`src/rtl/lc3b_types.sv`:
```
// rtl/lc3b_types.sv - LC-3b word/opcode types and MEM-stage sequencer state.
package lc3b_types;

  typedef logic [15:0] lc3b_word;

  typedef enum logic [3:0] {
    op_br   = 4'b0000,
    op_add  = 4'b0001,
    op_ldb  = 4'b0010,
    op_stb  = 4'b0011,
    op_jsr  = 4'b0100,
    op_and  = 4'b0101,
    op_ldr  = 4'b0110,
    op_str  = 4'b0111,
    op_rti  = 4'b1000,
    op_not  = 4'b1001,
    op_ldi  = 4'b1010,
    op_sti  = 4'b1011,
    op_jmp  = 4'b1100,
    op_shf  = 4'b1101,
    op_lea  = 4'b1110,
    op_trap = 4'b1111
  } lc3b_opcode;

  typedef enum logic [1:0] {
    IDLE,
    ACCESS,
    INDIRECT,
    DONE
  } mem_state;

  function automatic logic is_mem_op(lc3b_opcode op);
    case (op)
      op_ldr, op_ldb, op_str, op_stb, op_ldi, op_sti: return 1'b1;
      default:                                        return 1'b0;
    endcase
  endfunction

endpackage

```
`src/rtl/mem_store_formatter.sv`:
```
// rtl/mem_store_formatter.sv - Store data replication and byte-lane mask for dcache writes.
module mem_store_formatter
  import lc3b_types::*;
(
  input  lc3b_opcode  opcode,
  input  logic        addr_lsb,
  input  lc3b_word    store_data,
  output lc3b_word    wdata,
  output logic [1:0]  byte_enable
);

  always_comb begin
    wdata       = store_data;
    byte_enable = 2'b11;
    // Byte stores replicate the low byte so either lane carries it.
    if (opcode == op_stb) begin
      wdata       = {store_data[7:0], store_data[7:0]};
      byte_enable = addr_lsb ? 2'b10 : 2'b01;
    end
  end

endmodule

```
`src/rtl/mem_access_unit.sv`:
```
// rtl/mem_access_unit.sv - MEM-stage dcache sequencer with LDI/STI pointer indirection.
module mem_access_unit
  import lc3b_types::*;
(
  input  logic        clk,
  input  logic        reset,
  input  logic        valid_EX_MEM,
  input  lc3b_opcode  opcode_EX_MEM,
  input  lc3b_word    alu_out_EX_MEM,
  input  lc3b_word    store_data_EX_MEM,
  input  logic        dcache_resp,
  input  lc3b_word    dcache_rdata,
  output logic        dcache_read,
  output logic        dcache_write,
  output lc3b_word    dcache_address,
  output lc3b_word    dcache_wdata,
  output logic [1:0]  dcache_byte_enable,
  output lc3b_word    mem_rdata,
  output logic        mem_stall
);

  mem_state   state, state_next;
  lc3b_word   pointer_reg;
  lc3b_word   access_addr;
  lc3b_word   fmt_wdata;
  logic [1:0] fmt_be;
  logic       mem_op, indirect_op, load_op, byte_op;

  assign mem_op      = valid_EX_MEM && is_mem_op(opcode_EX_MEM);
  assign indirect_op = (opcode_EX_MEM == op_ldi) || (opcode_EX_MEM == op_sti);
  assign load_op     = (opcode_EX_MEM == op_ldr) || (opcode_EX_MEM == op_ldb) ||
                       (opcode_EX_MEM == op_ldi);
  assign byte_op     = (opcode_EX_MEM == op_ldb) || (opcode_EX_MEM == op_stb);
  assign access_addr = byte_op ? alu_out_EX_MEM : {alu_out_EX_MEM[15:1], 1'b0};

  always_ff @(posedge clk) begin
    if (reset) begin
      state       <= IDLE;
      pointer_reg <= '0;
      mem_rdata   <= '0;
    end else begin
      state <= state_next;
      if (state == ACCESS && dcache_resp) begin
        if (indirect_op)
          pointer_reg <= dcache_rdata;
        else if (load_op)
          mem_rdata <= dcache_rdata;
      end
      if (state == INDIRECT && dcache_resp && opcode_EX_MEM == op_ldi)
        mem_rdata <= dcache_rdata;
    end
  end

  always_comb begin
    state_next     = state;
    dcache_read    = 1'b0;
    dcache_write   = 1'b0;
    dcache_address = access_addr;
    mem_stall      = 1'b0;
    case (state)
      IDLE: begin
        if (mem_op) begin
          mem_stall  = 1'b1;
          state_next = ACCESS;
        end
      end
      ACCESS: begin
        // STI reads here too: the first access fetches its pointer.
        mem_stall    = 1'b1;
        dcache_read  = load_op || (opcode_EX_MEM == op_sti);
        dcache_write = (opcode_EX_MEM == op_str) || (opcode_EX_MEM == op_stb);
        if (dcache_resp)
          state_next = indirect_op ? INDIRECT : DONE;
      end
      INDIRECT: begin
        mem_stall      = 1'b1;
        dcache_address = {pointer_reg[15:1], 1'b0};
        dcache_read    = (opcode_EX_MEM == op_ldi);
        dcache_write   = (opcode_EX_MEM == op_sti);
        if (dcache_resp)
          state_next = DONE;
      end
      DONE: begin
        state_next = IDLE;
      end
      default: begin
        state_next = IDLE;
      end
    endcase
  end

  mem_store_formatter u_store_formatter (
    .opcode      (opcode_EX_MEM),
    .addr_lsb    (dcache_address[0]),
    .store_data  (store_data_EX_MEM),
    .wdata       (fmt_wdata),
    .byte_enable (fmt_be)
  );

  assign dcache_wdata       = dcache_write ? fmt_wdata : '0;
  assign dcache_byte_enable = dcache_write ? fmt_be : 2'b11;

endmodule
```
`config.mk`:
```
export PLATFORM = sky130hd
export DESIGN_NAME = mem_access_unit
export DESIGN_NICKNAME = d
export VERILOG_FILES = /design/src/rtl/lc3b_types.sv /design/src/rtl/mem_store_formatter.sv /design/src/rtl/mem_access_unit.sv
export SDC_FILE = /design/constraint.sdc
export NUM_CORES = 1
export LEC_CHECK = 0
export ABC_CLOCK_PERIOD_IN_PS = 3080
export CORE_ASPECT_RATIO = 1.25
export CORE_MARGIN = 2
export CORE_UTILIZATION = 40
export CTS_CLUSTER_DIAMETER = 200
export DETAILED_ROUTE_END_ITERATION = 7
export PLACE_DENSITY_LB_ADDON = 0.15
export SLEW_MARGIN = 20
export SYNTH_ARGS = -nofsm -noshare
export SYNTH_HDL_FRONTEND = slang
export SYNTH_SLANG_ARGS = --single-unit
```
`constraint.sdc`:
```
create_clock -name clk -period 3.08 [get_ports clk]
set_input_delay 0.308 -clock clk [delete_from_list [all_inputs] [get_ports clk]]
set_output_delay 0.308 -clock clk [all_outputs]
set_load 0.1 [all_outputs]
```
==> impl_metrics.yaml <==
outcome:
  status: "finished clean"
timing:
  worst_pin_slew_ns: 0.988
  skew_ns: 0.00353
  tns_ns: 0
  slew_headroom_pct: 33.9
  hold_viol_final: 0
  min_period_over_period_pct: 84.1
  setup_violations: 0
  rsz0062_at_grt: "false"
  fin_ws_ns: 0.490
  period_minus_slack_ns: 2.59
  timing.hold.ws_ns: 0.493
  fmax_ghz: 0.386
  slew_viol_final: 0
grt:
  antenna_found_initial: 0
  grt_max_degree: 21
  grt_pass1_wl_um: 8010
  grtUsageTotal_pct: 20.5
  first_global_vias: 1746
  overflow: 0
clocking:
  post-cts-setup-buffers: 0
  cts_resized: 0
  cts.clk_slew.worst_paths_ns: 0.06
  cts_root_buf: "clkbuf_8"
  clock_latency_ns: 0.28
  h-tree-depth: 2
  cts_buffers: 5
  cts_sinks: 33
  cts.path.max_buffers: 2
  cts_hold_buffers: 0
  cts_tree: "built"
floorplan:
  dieArea_mm2: 0.00500
  ios: 109
  rows: 27
  dieHeight_um: 78.6
  core_area_mm2: 0.00436
  die_w_um: 63.7
  start_util_pct: 40.9
power:
  p_leak_nw: 1.22
  switching_share_pct: 42.8
  p_int_mw: 0.962
  p_per_area_mw_per_mm2: 531
  pwr-share-seq_pct: 27.2
  switchingPower_mw: 0.721
  p_comb_share_pct: 48.1
  ir_drop_mv: 0.422
  total_power_mw: 1.68
  clockPowerShare_pct: 24.6
placement:
  placed_cells: 355
  place_congestion: 0.874
  dp_hpwl_um: 3840
  portBuffers: 108
  dpl-instance-area_mm2: 0.00305
  place_ws_ns: 0.514
yosys:
  synth_seq_area_share_pct: 37.1
  synth-main-ff-cell: "dfxtp_1"
  ys_seq_elements: 33
  synth_commonest_cells: "35 x nor2_1, 33 x dfxtp_1, 31 x mux2i_1"
  synth.area.top_cells: "dfxtp_1 37%, mux2i_1 17%, mux2_2 9.5%"
  ys_warn_count: 0
  synth_top_cell_by_area: "dfxtp_1"
  synth_top_area_share_pct: 37.1
  synth_most_common_cell: "nor2_1"
  syn_inst: 197
  syn_nets: 258
  netlist_area_mm2: 0.00178
  synth_edf_count: 0
  synth.avg_cell_area_um2: 9.04
  synthArstFlopShare_pct: 0
  synth_cell_types: 32
detailed_routing:
  wl_per_cell_um: 13.6
  drtIter0Drc: 88
  dr.pass1.iters: 4
  ant_nets: 0
  vias: 1782
  postRouteWirelength_um: 4940
  via_per_inst: 4.91
  drc: 0
worst_setup_path:
  cp.arrival_ns: 2.28
  crit_path_end_kind: "primary output"
  crit_fanout: 10
  start_kind: "input port"
  endpoint: "dcache_byte_enable[0]"
  rrSetupSlack_ns: 1.26
  crit_required_ns: 2.77
  ff2ff_path_depth: 7
  worstSetupPathType: "input port to primary output"
  r2r_start: "state[0]"
  r2r-end: "mem_rdata[6]"
  startpoint: "opcode_EX_MEM[3]"
final_layout:
  area_growth_pct: 77.9
  finalNetCount: 365
  largest_reg_flops: 16
  fin_cells: 363
  fin_area_mm2: 0.00317
  final_core_util_pct: 72.7
  drive_above_1_share_pct: 22.6
  n_antenna_cell: 0
worst_hold_path:
  hp-class: "flop to flop"
  hold_depth: 2
run:
  drv_cap: 0
worst max-delay path, stage by stage:
cell and delay, ns:
clkdlybuf4s50_1 0.56, nand2b_2 0.28, and2_1 0.15, or2_1 0.35
or3_1 0.43, buf_12 0.19
cell families after synthesis:
logic type	synth area share, %
and+or+nand+nor	20.4
muxes	26.9
DFF	37.1
AOI/OAI and AO/OA	6.82
buffers and inverters	5.20
adders and majority gates	3.51
layout by cell type (no fill, tap or decap), types with 2 or more instances in the layout:
cell type,count
dfxtp_1,33
nand3_1,3
nand2_1,18
or3_1,2
buf_12,20
a21oi_1,10
buf_4,21
nand3b_1,2
a31oi_1,2
mux2i_1,31
nor2_1,35
mux2_2,15
and3_1,2
inv_1,5
clkdlybuf4s50_1,71
ha_1,5
clkbuf_8,6
and2_1,9
power by group through the flow:
stage	sequential, mW	combinational, mW	clock, mW
after global routing	0.460	0.853	0.443
final	0.458	0.810	0.415
after global placement	0.467	0.806	0
after detailed placement	0.468	0.813	0
after floorplan	0.496	0.571	0
after CTS	0.458	0.815	0.426
layer usage:
metal / wire length [um] / track usage (%)
met5: 0 / 0
met4: 121 / 10.7
met3: 421 / 6.30
met2: 2340 / 35.2
met1: 2060 / 22.7
cell type report:
type | instances | area, um2
fillers | 340 | 1190
clock buffers | 7 | 86.3
flip-flops and latches | 33 | 661
well taps | 58 | 72.6
multi-input cells | 146 | 1030
inverters | 6 | 22.5
repair buffers | 112 | 1270
clock inverters | 1 | 30.0
worst min-delay path by stage:
stage          slack, ns         endpoint       startpoint
6_report            0.49     mem_rdata[0]     mem_rdata[0]
3_3_place_gp        0.47  pointer_reg[15]  pointer_reg[15]
4_1_cts             0.50    mem_rdata[11]    mem_rdata[11]
5_1_grt             0.52   pointer_reg[6]   pointer_reg[6]
2_1_floorplan       0.45  pointer_reg[10]  pointer_reg[10]
3_5_place_dp        0.48  pointer_reg[15]  pointer_reg[15]
No activity file was read; power rests on OpenSTA's default activity.
